[src/rtl/stage_if.sv]
// Instruction fetch stage: owns the fetch PC, issues single Wishbone reads and
// hands instruction/pc/valid to decode, with a one-entry skid buffer for stalls.
module stage_if #(
  parameter logic [31:0] RESET_ADDR = 32'h8000_0000,
  parameter logic [31:0] NOP_INST   = 32'h0000_0013
) (
  input  logic        clk_i,
  input  logic        rst_i,
  output logic [31:0] iwbm_addr_o,
  output logic        iwbm_cyc_o,
  output logic        iwbm_stb_o,
  input  logic [31:0] iwbm_dat_i,
  input  logic        iwbm_ack_i,
  input  logic        iwbm_err_i,
  input  logic        stall_i,
  input  logic        take_branch_i,
  input  logic [31:0] pc_target_i,
  output logic [31:0] instruction_o,
  output logic [31:0] pc_o,
  output logic        valid_o,
  output logic        e_inst_access_fault_o,
  output logic        e_inst_addr_misaligned_o
);

  typedef enum logic [1:0] {S_REQ, S_HOLD, S_DISCARD, S_FAULT} state_t;

  state_t      r_state;
  state_t      w_state_nxt;
  logic [31:0] r_pc_q;
  logic [31:0] r_instr;
  logic [31:0] r_pc_o;
  logic        r_valid;
  logic        r_e_fault;
  logic        r_e_mis;
  logic [31:0] r_buf_instr;
  logic [31:0] r_buf_pc;
  logic        r_buf_fault;
  logic [31:0] r_pend_pc;
  logic        r_pend_mis;
  logic        w_busy;
  logic        w_done;
  logic        w_open;
  logic        w_mis;
  logic        w_cyc;

  assign w_busy = (r_state == S_REQ) || (r_state == S_DISCARD);
  assign w_done = iwbm_ack_i | iwbm_err_i;
  // A bus cycle that does not terminate this clock must be drained before redirecting.
  assign w_open = w_busy && !w_done;
  assign w_mis  = (pc_target_i[1:0] != 2'b00);

  always_ff @(posedge clk_i or negedge rst_i) begin
    if (!rst_i) r_state <= S_REQ;
    else        r_state <= w_state_nxt;
  end

  always_comb begin
    w_state_nxt = r_state;
    if (take_branch_i) begin
      if (w_open)     w_state_nxt = S_DISCARD;
      else if (w_mis) w_state_nxt = S_FAULT;
      else            w_state_nxt = S_REQ;
    end else begin
      case (r_state)
        S_REQ: begin
          if (w_done) begin
            if (stall_i)         w_state_nxt = S_HOLD;
            else if (iwbm_err_i) w_state_nxt = S_FAULT;
            else                 w_state_nxt = S_REQ;
          end
        end
        S_HOLD: begin
          if (!stall_i) w_state_nxt = r_buf_fault ? S_FAULT : S_REQ;
        end
        S_DISCARD: begin
          if (w_done) w_state_nxt = r_pend_mis ? S_FAULT : S_REQ;
        end
        default: w_state_nxt = S_FAULT;
      endcase
    end
  end

  // Reset aborts the bus cycle combinationally.
  always_comb begin
    w_cyc = 1'b0;
    if (rst_i && w_busy) w_cyc = 1'b1;
  end

  assign iwbm_cyc_o  = w_cyc;
  assign iwbm_stb_o  = w_cyc;
  assign iwbm_addr_o = r_pc_q;

  always_ff @(posedge clk_i or negedge rst_i) begin
    if (!rst_i) begin
      r_pc_q    <= RESET_ADDR;
      r_instr   <= NOP_INST;
      r_pc_o    <= 32'h0;
      r_valid   <= 1'b0;
      r_e_fault <= 1'b0;
      r_e_mis   <= 1'b0;
    end else if (take_branch_i) begin
      r_instr   <= NOP_INST;
      r_valid   <= 1'b0;
      r_e_fault <= 1'b0;
      r_e_mis   <= 1'b0;
      if (!w_open) begin
        if (w_mis) begin
          r_pc_o  <= pc_target_i;
          r_valid <= 1'b1;
          r_e_mis <= 1'b1;
        end else begin
          r_pc_q <= pc_target_i;
        end
      end
    end else begin
      case (r_state)
        S_REQ: begin
          if (iwbm_ack_i && !iwbm_err_i) r_pc_q <= r_pc_q + 32'd4;
          if (!stall_i) begin
            if (iwbm_err_i) begin
              r_instr   <= NOP_INST;
              r_pc_o    <= r_pc_q;
              r_valid   <= 1'b1;
              r_e_fault <= 1'b1;
            end else if (iwbm_ack_i) begin
              r_instr <= iwbm_dat_i;
              r_pc_o  <= r_pc_q;
              r_valid <= 1'b1;
            end else begin
              r_valid <= 1'b0;
            end
          end
        end
        S_HOLD: begin
          if (!stall_i) begin
            r_instr   <= r_buf_instr;
            r_pc_o    <= r_buf_pc;
            r_valid   <= 1'b1;
            r_e_fault <= r_buf_fault;
          end
        end
        S_DISCARD: begin
          if (w_done) begin
            if (r_pend_mis) begin
              r_pc_o  <= r_pend_pc;
              r_valid <= 1'b1;
              r_e_mis <= 1'b1;
            end else begin
              r_pc_q <= r_pend_pc;
            end
          end
        end
        default: ;
      endcase
    end
  end

  // Skid buffer and pending redirect target; only read in the states that load them.
  always_ff @(posedge clk_i) begin
    if (take_branch_i) begin
      r_pend_pc  <= pc_target_i;
      r_pend_mis <= w_mis;
    end
    if (!take_branch_i && (r_state == S_REQ) && stall_i && w_done) begin
      r_buf_instr <= iwbm_err_i ? NOP_INST : iwbm_dat_i;
      r_buf_pc    <= r_pc_q;
      r_buf_fault <= iwbm_err_i;
    end
  end

  assign instruction_o            = r_instr;
  assign pc_o                     = r_pc_o;
  assign valid_o                  = r_valid;
  assign e_inst_access_fault_o    = r_e_fault;
  assign e_inst_addr_misaligned_o = r_e_mis;

endmodule

[config.mk]
export PLATFORM = sky130hd
export DESIGN_NAME = stage_if
export DESIGN_NICKNAME = d
export VERILOG_FILES = /design/src/rtl/stage_if.sv
export SDC_FILE = /design/constraint.sdc
export NUM_CORES = 1
export LEC_CHECK = 0
export ABC_AREA = 1
export BUFFER_PORTS_ARGS = -buffer_cell sky130_fd_sc_hd__buf_2
export CORE_AREA = 10 10 168 170
export DETAILED_ROUTE_END_ITERATION = 8
export DIE_AREA = 0 0 178 180
export GPL_ROUTABILITY_DRIVEN = 0
export PLACE_DENSITY = 0.72
export SLEW_MARGIN = 20
export SYNTH_ARGS = -nofsm -noshare
export SYNTH_HDL_FRONTEND = slang
export SYNTH_SLANG_ARGS = --single-unit
[constraint.sdc]
create_clock -name clk_i -period 5 [get_ports clk_i]
set_clock_uncertainty 0.05 [all_clocks]
set_input_delay 0.75 -clock clk_i [delete_from_list [all_inputs] [get_ports clk_i]]
set_output_delay 0.75 -clock clk_i [all_outputs]
set_load 0.01 [all_outputs]
* After elaboration in Yosys (flattened, before gate mapping)
Index checks and enable logic that the tools add are counted.
** Operators by class
- Equality and inequality tests :: 14
- Reduce and logical (&&, ||, !) cells :: 25
- Add/sub/neg operators :: 1
- Multiplexer cells :: 52
- Bitwise gates (word level) :: 1
** Operators with widths (count)
- $mux W32 :: 20
- $pmux W32 S2 :: 2
- $pmux W32 S3 :: 1
- $add A32 B3 Y32 const B :: 1
- $ne A3 B3 Y1 const B :: 7
- $mux W2 :: 10
- $mux W1 :: 16
- $reduce_and A4 Y1 :: 2
- $reduce_and A8 Y1 :: 1
- $reduce_bool A2 Y1 :: 4
- $logic_and A1 B1 Y1 :: 6
- $pmux W2 S3 :: 1
- $reduce_and A3 Y1 :: 2
- $reduce_and A6 Y1 :: 1
- $reduce_bool A3 Y1 :: 2
- $reduce_and A5 Y1 :: 1
- $ne A2 B2 Y1 const B :: 2
- $ne A4 B4 Y1 const B :: 1
- $reduce_bool A4 Y1 :: 1
- $logic_not A1 Y1 :: 3
- $ne A3 B2 Y1 const B :: 1
- $pmux W1 S3 :: 1
- $eq A2 B1 Y1 const B :: 1
- $eq A2 B2 Y1 const B :: 1
- other kinds (5) :: 5
** Word-level totals
- Input bits :: 70
- Word-level logic and storage cells :: 105
- Output and inout port bits :: 101
- Flip-flop bits (word level) :: 199

* Depth between registers and ports, before layout
- Depth in word-level cells :: 5
- Gate-level depth with buffers :: 14
- Gate-level depth less buffers :: 12

* Worst setup path after synthesis
Ideal clock, no wire load.
- Path type :: input port to flip-flop
- Start point :: input port take_branch_i
- End point :: register r_buf_fault (enable)
- Library setup time :: 0.488 ns
- Slack :: 0.770 ns
- Required time :: 4.462 ns
- Buffers on the path :: 0
- Data arrival time :: 3.692 ns
- Stages :: 3
- Cell sequence :: nor2_2 nand2_1 nor2_1
** Between the ends
- Cells in the longest elaborated chain, start to end :: 4
** Ends and longest elaborated chain
- from (decl) :: line 16 : input logic take_branch_i,
- $logic_not A1 Y1 :: line 164 : if (!take_branch_i && (r_state == S_REQ) && stall_i && w_done) begin
- $logic_and A1 B1 Y1 (3 in series) :: line 164
- to (signal assigned) :: line 167 : r_buf_fault <= iwbm_err_i;
- to (decl) :: line 37 : logic r_buf_fault;
Every way passes these cells.
A chain may end at the register's enable or synchronous reset.

* Final worst setup path
- Start point :: register r_state[1]
- End point :: register r_pc_o[19] (netlist: pc_o[19])
** Between the ends
- Cells in the longest elaborated chain, start to end :: 5
- Elaborated cells on any way between the ends :: 15
- Classes of those cells :: 8 x eq/ne; 2 x mux; 5 x reduce/logical
** Ends and longest elaborated chain
- from (decl) :: line 27 : state_t r_state;
- from (signal assigned) :: line 54 : else r_state <= w_state_nxt;
- $eq A2 B2 Y1 / $logic_not A2 Y1 (equally long branches) :: line 46, 116
- $logic_or A1 B1 Y1 :: line 46 : assign w_busy = (r_state == S_REQ) || (r_state == S_DISCARD);
- $logic_and A1 B1 Y1 :: line 49 : assign w_open = w_busy && !w_done;
- $ne A2 B2 Y1 (no line)
- $reduce_and A8 Y1 (no line)
- to (signal assigned) :: line 108 : r_pc_o <= pc_target_i;
- to (signal assigned) :: line 122 : r_pc_o <= r_pc_q;
- to (signal assigned) :: line 127 : r_pc_o <= r_pc_q;
- to (decl) :: line 31 : logic [31:0] r_pc_o;
Parallel ways exist; a longest one is shown, timed or not.

==> implementation parameters <==
Parameter                              Value

Synthesis
  Mean instance size in the synthesized netlist    8.553 µm²
  Yosys reg bits    199
  Synthesized instance count    approximately 1100
  Number of synthesized flops with an enable pin    98
  Synth Cell Area    0.009784 mm²
  Yosys Warn Count    0
  Ys async rst share    0.5075
  Mapped Nets    1219
  Most used flip-flop cell after synthesis    edfxtp_1
  Post-synthesis sequential area ratio    0.5596
  Number of distinct library cell variants in the gate-level netlist after synthesis    38

Setup path
  Endpoint required time on the critical path    5.31 ns
  Worst-case register-to-register setup slack    1.52 ns
  Critical Path Fanout Max    62
  Critical path launch point type    register
  Category of the most critical setup path    register to register
  Critical path data arrival time    3.79 ns
  Reg2Reg Capture Point    pc_o[19]
  Endpoint class of the critical path    register
  R2r startpoint    r_state[1]
  R2r worst-path depth    13

Clocking
  Number of buffers inserted for hold repair after clock tree synthesis    0
  Clock Tree Root    clkbuf_16
  TritonCTS Buffers    17
  Number of levels the H-tree was split into    4
  Maximum clock insertion buffer count    2
  Number of gates resized after cts    0
  Clock tree from TritonCTS    yes
  Total setup buffers inserted after CTS    0
  Sink count of the clock tree    just under 200
  Clock input transition at the sequential cells of the worst setup and hold paths    about 0.07 ns
  Clock network latency to the later pin of the worst-skew pair    approximately 0.44 ns

Timing
  Max Freq    between 0.2 and 0.3 GHz
  Final-report hold violation count    0
  Slew at the pin closest to its max-slew limit    0.9583 ns
  Final period demand of the worst path    approximately 3.5 ns
  Crit share post-route    0.6969
  Number of setup violations in the final report    0
  Relative max-transition margin    0.3611
  Setup repair after global routing missed its margin    false
  Total Negative Setup Slacks    0 ns
  Final slew viol count    0

GRT
  First-pass GRT wire length    43860 µm
  GR met1 Demand/Resource    0.2238
  Global routing met3 resource utilization    0.05113
  Most used routing layer    met2
  Global-route congestion overflow total    0
  Pin count of the biggest net entering global routing    95
  Vias in the first global route    8060
  Number of antenna violations at the first check in global routing    2
  Global-route track usage on met2    0.2603
  Global routing usage summed across all routing layers    0.1696

Placement
  Post-detailed-placement half-perimeter wirelength    19070 µm
  Total placed instance area    about 0.011 mm²
  Number of input and output port buffers inserted    170

Die
  Full die area    ~0.032 mm²
  DIE WIDTH    178 µm
  Top Ports    171
  Number of cell rows    58
  Floorplan die height    about 180 µm
  Starting density of the core    0.3931
  Placeable core region    approximately 0.025 mm²

Final layout
  Commonest cells after routing, fill and taps aside    nand2_1, buf_2, nor2_1
  Layout cell share with drive strength beyond 1    0.1924
  NumNets Final    1356
  Area growth from synthesis to layout    16.47%
  Post-route standard cell area excluding fillers    0.01140 mm²
  Fill cells    ~2400
  Most frequent standard cell in the layout excluding fill and tap cells    nand2_1

Route
  Initial DRT Pass Iterations    6
  Average vias per placed instance    5.120
  Total detailed-routing wirelength    27700 µm
  Number of DRC markers after the initial detailed-route iteration    743
  Via count    roughly 8300
  Post-detailed-route wirelength per cell    17.03 µm
  Detail Route Antenna Nets    0
  Residual DRC count    0

Pwr
  Areal power density over the cells    slightly below 600 mW/mm²
  LEAKAGE    5.162 nW
  Total power    between 6 and 7 mW
  Maximum ir drop on the vdd rail    0.3155 mV

Run
  Max-capacitance violation count    0

Run status
  Result of the run    completed

Worst hold path
  Type of the tightest min-delay check    input pin to async pin
worst max-delay path by stage:
| stage | from | endpoint | slack (ns) |
|---|---|---|---|
| detailed placement | r_state[1] | pc_o[23] | 1.56 |
| finish | r_state[1] | pc_o[19] | 1.52 |
| global route | r_state[1] | pc_o[6] | 1.18 |
| floorplan | take_branch_i | r_buf_fault | 0.77 |
| global placement | r_state[1] | pc_o[30] | 1.70 |
| CTS | r_state[1] | pc_o[23] | 1.54 |
kinds of logic (layout without fill, tap and decap cells):
family,count (synthesis),in the layout,share of synthesized area
adder cells (fa/ha/maj),5,5,0.006394
flip-flops,199,199,0.5596
AND/OR/NAND/NOR,561,561,0.2343
buffers and inverters,157,307,0.06841
other,0,2,0
AO/OA/AOI/OAI,218,218,0.1277
XOR/XNOR,4,4,0.003580
worst max-delay path, stage by stage, from the launching register on:
cell and delay (ns):
dfrtp_1 0.41, inv_1 0.10, ha_1 0.72, inv_2 0.48, nor2_2 0.17, buf_4 0.32
nand2_1 0.14, nand3_1 0.12, inv_2 0.06, nand2_2 0.08, nor2_4 0.05, inv_4 0.44
nand2_1 0.10, o21ai_1 0.11
cell usage after synthesis, types with 2 or more instances:
library cell | count | share of area
o211ai_1 | 2 | 0.0015
buf_2 | 23 | 0.012
buf_1 | 8 | 0.0031
a21boi_0 | 18 | 0.014
dfstp_2 | 4 | 0.011
nand4_1 | 2 | 0.0013
a31oi_1 | 37 | 0.024
nand2_2 | 2 | 0.0013
nor2_1 | 114 | 0.044
nand2_1 | 327 | 0.13
ha_1 | 5 | 0.0064
dfrtp_1 | 97 | 0.25
o21a_1 | 6 | 0.0046
o31ai_1 | 2 | 0.0015
a21oi_1 | 58 | 0.030
nor2_2 | 9 | 0.0058
xor2_1 | 4 | 0.0036
clkbuf_1 | 20 | 0.0077
a21oi_2 | 4 | 0.0036
inv_1 | 86 | 0.033
buf_4 | 7 | 0.0054
inv_2 | 9 | 0.0035
and3_1 | 2 | 0.0013
o21ai_0 | 36 | 0.018
nor3_1 | 4 | 0.0020
buf_6 | 3 | 0.0035
nand3_1 | 94 | 0.048
and2_1 | 2 | 0.0013
edfxtp_1 | 98 | 0.30
o21ai_2 | 2 | 0.0018
o21ai_1 | 47 | 0.024
or2_2 | 3 | 0.0019
o221ai_1 | 4 | 0.0036
layout make-up:
class,count,area [µm²],area share
Inverter,96,362.8,0.03184
Clock buffer,18,429.2,0.03766
Clock inverter,14,135.1,0.01186
Multi-Input combinational cell,788,3652,0.3205
Antenna cell,2,5.005,0.0004392
Sequential cell,199,5475,0.4805
Tap cell,330,412.9,0.03623
Timing Repair Buffer,179,923.4,0.08103
power breakdown:
group          internal [mW]  leakage, nW  switching [mW]  total (mW)
Clock                  0.662        0.276           0.666        1.33
Sequential              2.21         2.13           0.394        2.61
Combinational          0.909         2.75            1.83        2.74
per-layer routing:
metal  share of wire  wire [µm]
met1            0.44      12210
met2            0.45      12500
met3           0.089       2476
met4           0.018        497
met5         0.00043         12
stage by stage:
stage / setup WS, ns / util / std cells / hold WS (ns)
after floorplan: 0.7703 / - / 1144 / 0.4044
after global placement: 1.698 / 0.4349 / 1592 / 0.4100
after detailed placement: 1.558 / 0.4349 / 1592 / 0.4117
after CTS: 1.542 / 0.4576 / 1624 / 0.2576
after global routing: 1.185 / 0.4576 / 1624 / 0.2653
final: 1.516 / 0.4578 / 1626 / 0.2463
sequential cells by signal, summed over array words and instances, names as in the netlist:
name,count
e_inst_addr_misaligned_o,1
r_pend_mis,1
r_state,2
r_pend_pc,32
e_inst_access_fault_o,1
r_buf_instr,32
iwbm_addr_o,32
pc_o,32
r_buf_fault,1
instruction_o,32
r_buf_pc,32
valid_o,1
Power figures use the tool's default switching activity.
